<file path="src/rtl/mem_arbiter.sv">
// mem_arbiter
//   Shares the single unified memory port between the instruction fetch unit (IFU)
//   and the load/store unit (LSU). Exactly one transaction is in flight at a time:
//   grant a requester, latch its request, issue it to memory, wait for the memory
//   response, then return the response to the requester that owns it.
//
// Configuration macro
//   MEM_ARB_RR_EN  defined  : round-robin tie break (the requester not granted last
//                             wins; IFU wins the first tie after reset)
//                  undefined: fixed priority, LSU always wins ties
//
// Ports
//   clk, rst_n                     clock, asynchronous active-low reset
//   ifu_req_valid_i/ready_o        IFU fetch request handshake
//   ifu_addr_i                     fetch address
//   ifu_resp_valid_o, ifu_rdata_o  one-cycle fetch response pulse and data
//   lsu_req_valid_i/ready_o        LSU request handshake
//   lsu_we_i, lsu_format_i         store enable, access size code
//   lsu_addr_i, lsu_wdata_i        load/store address, store data
//   lsu_resp_valid_o, lsu_rdata_o  one-cycle load/store response pulse and data
//   mem_req_valid_o/ready_i        request handshake towards memory
//   mem_we_o, mem_format_o,
//   mem_addr_o, mem_wdata_o        latched request fields
//   mem_resp_valid_i, mem_rdata_i  memory response
module mem_arbiter #(
    parameter int DATA_WIDTH = 32,
    parameter int ADDR_WIDTH = 32
) (
    input  logic                  clk,
    input  logic                  rst_n,
    input  logic                  ifu_req_valid_i,
    output logic                  ifu_req_ready_o,
    input  logic [ADDR_WIDTH-1:0] ifu_addr_i,
    output logic                  ifu_resp_valid_o,
    output logic [DATA_WIDTH-1:0] ifu_rdata_o,
    input  logic                  lsu_req_valid_i,
    output logic                  lsu_req_ready_o,
    input  logic                  lsu_we_i,
    input  logic [1:0]            lsu_format_i,
    input  logic [ADDR_WIDTH-1:0] lsu_addr_i,
    input  logic [DATA_WIDTH-1:0] lsu_wdata_i,
    output logic                  lsu_resp_valid_o,
    output logic [DATA_WIDTH-1:0] lsu_rdata_o,
    output logic                  mem_req_valid_o,
    input  logic                  mem_req_ready_i,
    output logic                  mem_we_o,
    output logic [1:0]            mem_format_o,
    output logic [ADDR_WIDTH-1:0] mem_addr_o,
    output logic [DATA_WIDTH-1:0] mem_wdata_o,
    input  logic                  mem_resp_valid_i,
    input  logic [DATA_WIDTH-1:0] mem_rdata_i
);

    typedef enum logic [1:0] {
        IDLE  = 2'd0,
        ISSUE = 2'd1,
        WAIT  = 2'd2,
        RESP  = 2'd3
    } state_e;

    localparam logic OWNER_IFU = 1'b0;
    localparam logic OWNER_LSU = 1'b1;
    localparam logic [1:0] FMT_WORD = 2'b10;

    state_e                  state_q, state_d;
    logic                    owner_q, owner_d;
    logic                    we_q, we_d;
    logic [1:0]              fmt_q, fmt_d;
    logic [ADDR_WIDTH-1:0]   addr_q, addr_d;
    logic [DATA_WIDTH-1:0]   wdata_q, wdata_d;
    logic [DATA_WIDTH-1:0]   ifu_rdata_q, ifu_rdata_d;
    logic [DATA_WIDTH-1:0]   lsu_rdata_q, lsu_rdata_d;
    logic                    grant_ifu, grant_lsu;
    logic                    can_accept;

    // Grants are only offered in IDLE, and never while reset is held so that
    // both ready outputs read 0 during reset even if requesters are active.
    assign can_accept = rst_n && (state_q == IDLE);

`ifdef MEM_ARB_RR_EN
    logic last_lsu_q, last_lsu_d;

    // Round-robin tie break: on a tie the requester that did not win the most
    // recent grant goes first; a lone requester always wins.
    always_comb begin
        grant_ifu = 1'b0;
        grant_lsu = 1'b0;
        if (ifu_req_valid_i && lsu_req_valid_i) begin
            grant_ifu = last_lsu_q;
            grant_lsu = !last_lsu_q;
        end else begin
            grant_ifu = ifu_req_valid_i;
            grant_lsu = lsu_req_valid_i;
        end
    end

    // The pointer remembers who won the last accepted request.
    always_comb begin
        last_lsu_d = last_lsu_q;
        if (can_accept && (grant_ifu || grant_lsu)) begin
            last_lsu_d = grant_lsu;
        end
    end

    // Reset value pretends the LSU won last, so the IFU wins the first tie.
    always_ff @(posedge clk or negedge rst_n) begin
        if (!rst_n) begin
            last_lsu_q <= 1'b1;
        end else begin
            last_lsu_q <= last_lsu_d;
        end
    end
`else
    // Fixed priority: the LSU wins every tie.
    assign grant_lsu = lsu_req_valid_i;
    assign grant_ifu = ifu_req_valid_i && !lsu_req_valid_i;
`endif

    assign ifu_req_ready_o = can_accept && grant_ifu;
    assign lsu_req_ready_o = can_accept && grant_lsu;

    // Transaction sequencing: latch the winner's request, hold it on the memory
    // port until accepted, capture the response, then present it for one cycle.
    always_comb begin
        state_d     = state_q;
        owner_d     = owner_q;
        we_d        = we_q;
        fmt_d       = fmt_q;
        addr_d      = addr_q;
        wdata_d     = wdata_q;
        ifu_rdata_d = ifu_rdata_q;
        lsu_rdata_d = lsu_rdata_q;
        unique case (state_q)
            IDLE: begin
                if (ifu_req_ready_o) begin
                    owner_d = OWNER_IFU;
                    we_d    = 1'b0;
                    fmt_d   = FMT_WORD;
                    addr_d  = ifu_addr_i;
                    wdata_d = '0;
                    state_d = ISSUE;
                end else if (lsu_req_ready_o) begin
                    owner_d = OWNER_LSU;
                    we_d    = lsu_we_i;
                    fmt_d   = lsu_format_i;
                    addr_d  = lsu_addr_i;
                    wdata_d = lsu_wdata_i;
                    state_d = ISSUE;
                end
            end
            ISSUE: begin
                if (mem_req_ready_i) begin
                    state_d = WAIT;
                end
            end
            WAIT: begin
                if (mem_resp_valid_i) begin
                    if (owner_q == OWNER_IFU) begin
                        ifu_rdata_d = mem_rdata_i;
                    end else begin
                        lsu_rdata_d = we_q ? '0 : mem_rdata_i;
                    end
                    state_d = RESP;
                end
            end
            RESP: begin
                state_d = IDLE;
            end
            default: begin
                state_d = IDLE;
            end
        endcase
    end

    // State and latched request/response registers; reset drops any transaction.
    always_ff @(posedge clk or negedge rst_n) begin
        if (!rst_n) begin
            state_q     <= IDLE;
            owner_q     <= OWNER_IFU;
            we_q        <= 1'b0;
            fmt_q       <= 2'b00;
            addr_q      <= '0;
            wdata_q     <= '0;
            ifu_rdata_q <= '0;
            lsu_rdata_q <= '0;
        end else begin
            state_q     <= state_d;
            owner_q     <= owner_d;
            we_q        <= we_d;
            fmt_q       <= fmt_d;
            addr_q      <= addr_d;
            wdata_q     <= wdata_d;
            ifu_rdata_q <= ifu_rdata_d;
            lsu_rdata_q <= lsu_rdata_d;
        end
    end

    assign mem_req_valid_o  = (state_q == ISSUE);
    assign mem_we_o         = we_q;
    assign mem_format_o     = fmt_q;
    assign mem_addr_o       = addr_q;
    assign mem_wdata_o      = wdata_q;
    assign ifu_resp_valid_o = (state_q == RESP) && (owner_q == OWNER_IFU);
    assign lsu_resp_valid_o = (state_q == RESP) && (owner_q == OWNER_LSU);
    assign ifu_rdata_o      = ifu_rdata_q;
    assign lsu_rdata_o      = lsu_rdata_q;

endmodule
</file>
<file path="config.mk">
export PLATFORM = sky130hd
export DESIGN_NAME = mem_arbiter
export DESIGN_NICKNAME = d
export VERILOG_FILES = /design/src/rtl/mem_arbiter.sv
export SDC_FILE = /design/constraint.sdc
export NUM_CORES = 1
export LEC_CHECK = 0
export ABC_AREA = 1
export BUFFER_PORTS_ARGS = -buffer_cell sky130_fd_sc_hd__buf_2
export CAP_MARGIN = 20
export CORE_AREA = 4 4 158 99
export CTS_CLUSTER_SIZE = 24
export DETAILED_ROUTE_END_ITERATION = 7
export DIE_AREA = 0 0 162 103
export PLACE_DENSITY = 0.8
export SLEW_MARGIN = 20
export SYNTH_ARGS = -nofsm -noshare
export SYNTH_HDL_FRONTEND = slang
export SYNTH_SLANG_ARGS = --single-unit
</file>
<file path="constraint.sdc">
create_clock -name clk -period 1.5 [get_ports clk]
set_input_delay 0.15 -clock clk [delete_from_list [all_inputs] [get_ports clk]]
set_output_delay 0.15 -clock clk [all_outputs]
set_load 0.1 [all_outputs]
</file>
* Yosys cells after proc, flatten, opt, wreduce, memory -nomap -nowiden
Cells that the tools add are included.
** Storage, ports and cells
- Register bits :: 134
- Input bits :: 137
- Output and inout bits :: 136
- Logic and storage cells :: 44
** Operators by class
- Equal/unequal tests :: 6
- Muxes and demuxes :: 16
- Bitwise operators :: 1
- Reductions and logical operators :: 13
** Operators by type and width (number)
- $mux W32 :: 5
- $mux W2 :: 6
- $reduce_and A3 Y1 :: 3
- $pmux W2 S4 :: 1
- $logic_and A1 B1 Y1 :: 6
- $eq A2 B2 Y1 const B :: 2
- $mux W1 :: 4
- $ne A3 B3 Y1 const B :: 1
- $eq A2 B1 Y1 const B :: 1
- $logic_not A2 Y1 :: 1
- $ne A2 B1 Y1 const B :: 1
- $ne A2 B2 Y1 const B :: 1
- $reduce_and A2 Y1 :: 1
- $reduce_bool A2 Y1 :: 1
- $logic_not A1 Y1 :: 1
- $not A1 Y1 :: 1

* Logic depth before layout (Yosys ltp)
- Word-level depth :: 6
- Gate-level depth with buffers :: 10
- Gate-level depth less buffers :: 9

* Worst setup path before layout
No wires, ideal clock.
- Path kind :: reg2out
- Start :: reg state_q[0]
- End :: out ifu_resp_valid_o
- Arrival :: 1.826 ns
- Data required time :: 1.350 ns
- Setup slack :: -0.476 ns
- Stages on the path, launching flop included :: 4
- Buffers on the path :: 0
- Cell sequence :: dfrtp_1 -> ha_1 -> inv_1 -> nor2_1
** Between the ends
- Word-level cells in the longest chain between the ends :: 2
** RTL lines
- start, declared :: line 65 : state_e state_q, state_d;
- start signal, assigned :: line 187 : state_q <= state_d;
- $eq A2 B2 Y1 :: line 203 : assign ifu_resp_valid_o = (state_q == RESP) && (owner_q == OWNER_IFU);
- $logic_and A1 B1 Y1 :: line 203
- end, declared :: line 34 : output logic ifu_resp_valid_o,
Every way passes these cells.

* Final worst setup path
- Start :: reg state_q[1]
- End :: out ifu_req_ready_o
** Between the ends
- Word-level cells in the longest chain between the ends :: 3
** RTL lines
- $logic_not A2 Y1 :: line 78 : assign can_accept = rst_n && (state_q == IDLE);
- $logic_and A1 B1 Y1 :: line 78
- $logic_and A1 B1 Y1 :: line 119 : assign ifu_req_ready_o = can_accept && grant_ifu;
- end, declared :: line 32 : output logic ifu_req_ready_o,
Every way passes these cells.

==> flow_metrics.tcl <==
set metrics [dict create \
    status "finished, violations left" \
    violations "setup timing" \
    grt_usage_pct 22.9 \
    syn-num-nets 872 \
    multi_input_area_mm2 0.00216 \
    wirelength_um 21200 \
    avgSynthCellArea_um2 8.05 \
    cpMaxStageDelayCell "dfrtp_1" \
    area_growth_syn_to_layout_pct 61.3 \
    rsz0062_at_grt "true" \
    cp_common_cell "buf_12" \
    hold_path_class "in -> reg" \
    coreArea_mm2 0.0142 \
    cp-start-kind "flop" \
    final_common_cell "nand2_1" \
    die-area_mm2 0.0167 \
    crit_family "flip-flops" \
    drc 0 \
    critical_path_arrival_ns 1.52 \
    routedWlPerCell_um 16.2 \
    setup_viol 44 \
    antenna_found_initial 0 \
    dp_hpwl_um 12600 \
    mappedNetlistArea_mm2 0.00589 \
    cp.buffers_inverters 3 \
    maxCapViolations 0 \
    fmax_mhz 599 \
    numClockSinks 134 \
    slowest_delay_ns 0.39 \
    finalCritPeriodShare_pct 111 \
    ys_types 22 \
    ant_nets 0 \
    cts_buffers 17 \
    diodes 0 \
    gp_congestion 0.806 \
    clockBufferDepth 2 \
    hold_viol 0 \
    ys_seq_elements 134 \
    grt_pass1_wl_um 30400 \
    worst_pin_slew_ns 0.799 \
    min_period_ns 1.67 \
    placementRows 34 \
    cts_tree "built" \
    crit_start "state_q[1]" \
    clk_pin_slew_ns 0.06 \
    fp.dieH_um 103 \
    num_io_pins 273 \
    grt_pass1_vias 6059 \
    ctsRootBufferMaster "clkbuf_16" \
    yosys_warnings 0 \
    vias_per_cell 4.83 \
    endpoint_kind "output pin" \
    synthCells 731 \
    layout_common_cells "294 x nand2_1, 266 x buf_2, 133 x dfrtp_1, 101 x inv_1, 62 x dlygate4sd3_1" \
    grt_max_degree 135 \
    io_buffers 272 \
    fin_hold_ws_ns 0.00807 \
    drive_above_1_share_pct 36.7 \
    htreeDepth 4 \
    seqCellArea_mm2 0.00335 \
    slew_violations 0 \
    finClkSkew_ns 0.00860 \
    insertion_delay_ns 0.41 \
    nets 1236 \
    crit_chain "inv_2, ha_4, nand2_4, nor2_4, buf_12, buf_12" \
    start_util_pct 41.4 \
    required_ns 1.35 \
    relSlewSlack_pct 46.7 \
    ys_seq_area_share_pct 56.9 \
    nFillCells 1129 \
    vias 6309 \
    drtPass1Iterations 5 \
    dieWidth_um 162 \
    overflow 0 \
    cp_max_fo 3 \
    setup_slack_ns -0.168 \
    path_class "reg -> out" \
    reg2reg_from "state_q[0]" \
    hp-start "mem_rdata_i[11]" \
    first_iter_violations 552 \
]
layout make-up:
class,count,area share [%]
clock buffer,18,4.62
clock inverter,14,1.69
inverter,109,4.36
multi-input combinational,451,22.7
sequential,134,35.3
tap,198,2.61
timing repair buffer,382,28.7
sequential cells by signal, indices dropped and copies added (netlist names):
register and cells:
ifu_rdata_o 32, lsu_rdata_o 32, mem_addr_o 32, mem_wdata_o 32, mem_format_o 2, state_q 2, mem_we_o 1, owner_q 1
synth_stat cells:
master	count	area, µm²
a21oi_1	1	5.00
buf_1	1	3.75
buf_2	14	70.1
buf_4	8	60.1
buf_6	1	11.3
clkbuf_1	13	48.8
dfrtp_1	134	3350
ha_1	4	50.1
inv_1	105	394
inv_2	4	15.0
nand2_1	304	1140
nand2_2	1	6.26
nand3_1	66	330
nand3_2	1	10.0
nand4_1	1	6.26
nor2_1	1	3.75
nor2_2	1	6.26
nor2_4	2	22.5
o21ai_0	65	325
o21ai_1	2	10.0
o21ai_2	1	8.76
or2_2	1	6.26
through the flow:
step	setup TNS, ns	cell area, µm²	setup slack (ns)	util, %	instances
2_1_floorplan	-0.00535	5910	-0.00535	-	731
3_3_place_gp	0	7700	0.0512	54.2	1189
3_5_place_dp	-0.00204	7700	-0.00204	54.2	1189
4_1_cts	-0.709	9070	-0.171	63.8	1291
5_1_grt	-4.26	9500	-0.215	66.8	1306
6_report	-1.47	9500	-0.168	66.8	1306
layer usage:
| layer | vias up | GRT usage (%) | share of wire, % |
|---|---|---|---|
| met5 | - | 0 | 0 |
| met4 | 0 | 6.56 | 2.0 |
| met3 | 33 | 6.59 | 8.6 |
| met2 | 365 | 39.2 | 49 |
| met1 | 2960 | 28.8 | 40 |
| li1 | 2951 | - | - |
worst register-to-register path, stage by stage, from the launching register on:
cell and delay (ns):
dfrtp_1 0.38, inv_2 0.07, ha_4 0.17, nand2_4 0.09
buf_4 0.12, inv_2 0.03, o21ai_4 0.13, inv_4 0.12
clkbuf_16 0.20, nand3_1 0.12, nand2_1 0.07
worst paths after layout:
| check | endpoint | slack (ns) | depth (start not counted) |
|---|---|---|---|
| max | ifu_req_ready_o | -0.17 | 6 |
| max reg2reg | mem_addr_o[2] | -0.10 | 10 |
| min | lsu_rdata_o[11] | 0.008 | 3 |
| max in group asynchronous | mem_we_o | 0.36 | 3 |
| min in group asynchronous | lsu_rdata_o[8] | 0.43 | 3 |
| min reg2reg | mem_wdata_o[31] | 0.47 | 2 |
timing repair:
item                                    in CTS  in global routing
buffers inserted                             8                 11
pin swaps                                    2                 16
gates resized for setup                     19                 66
hold endpoints to repair                   204                  0
gates cloned                                 1                  7
endpoints found under the setup margin       9                111
hold buffers                                62                  0
cells by family (layout without fill, tap and decap cells):
logic type	Yosys count	after routing	synth area share [%]
AOI/OAI and AO/OA	69	69	5.93
adders and majority gates	4	4	0.850
buffers and inverters	146	523	10.2
DFF	134	134	56.9
and+or+nand+nor	378	378	26.0
Power is left out: the tool's default activity adds up to more than one toggle a clock period on the data nets, which glitch-free logic cannot reach.
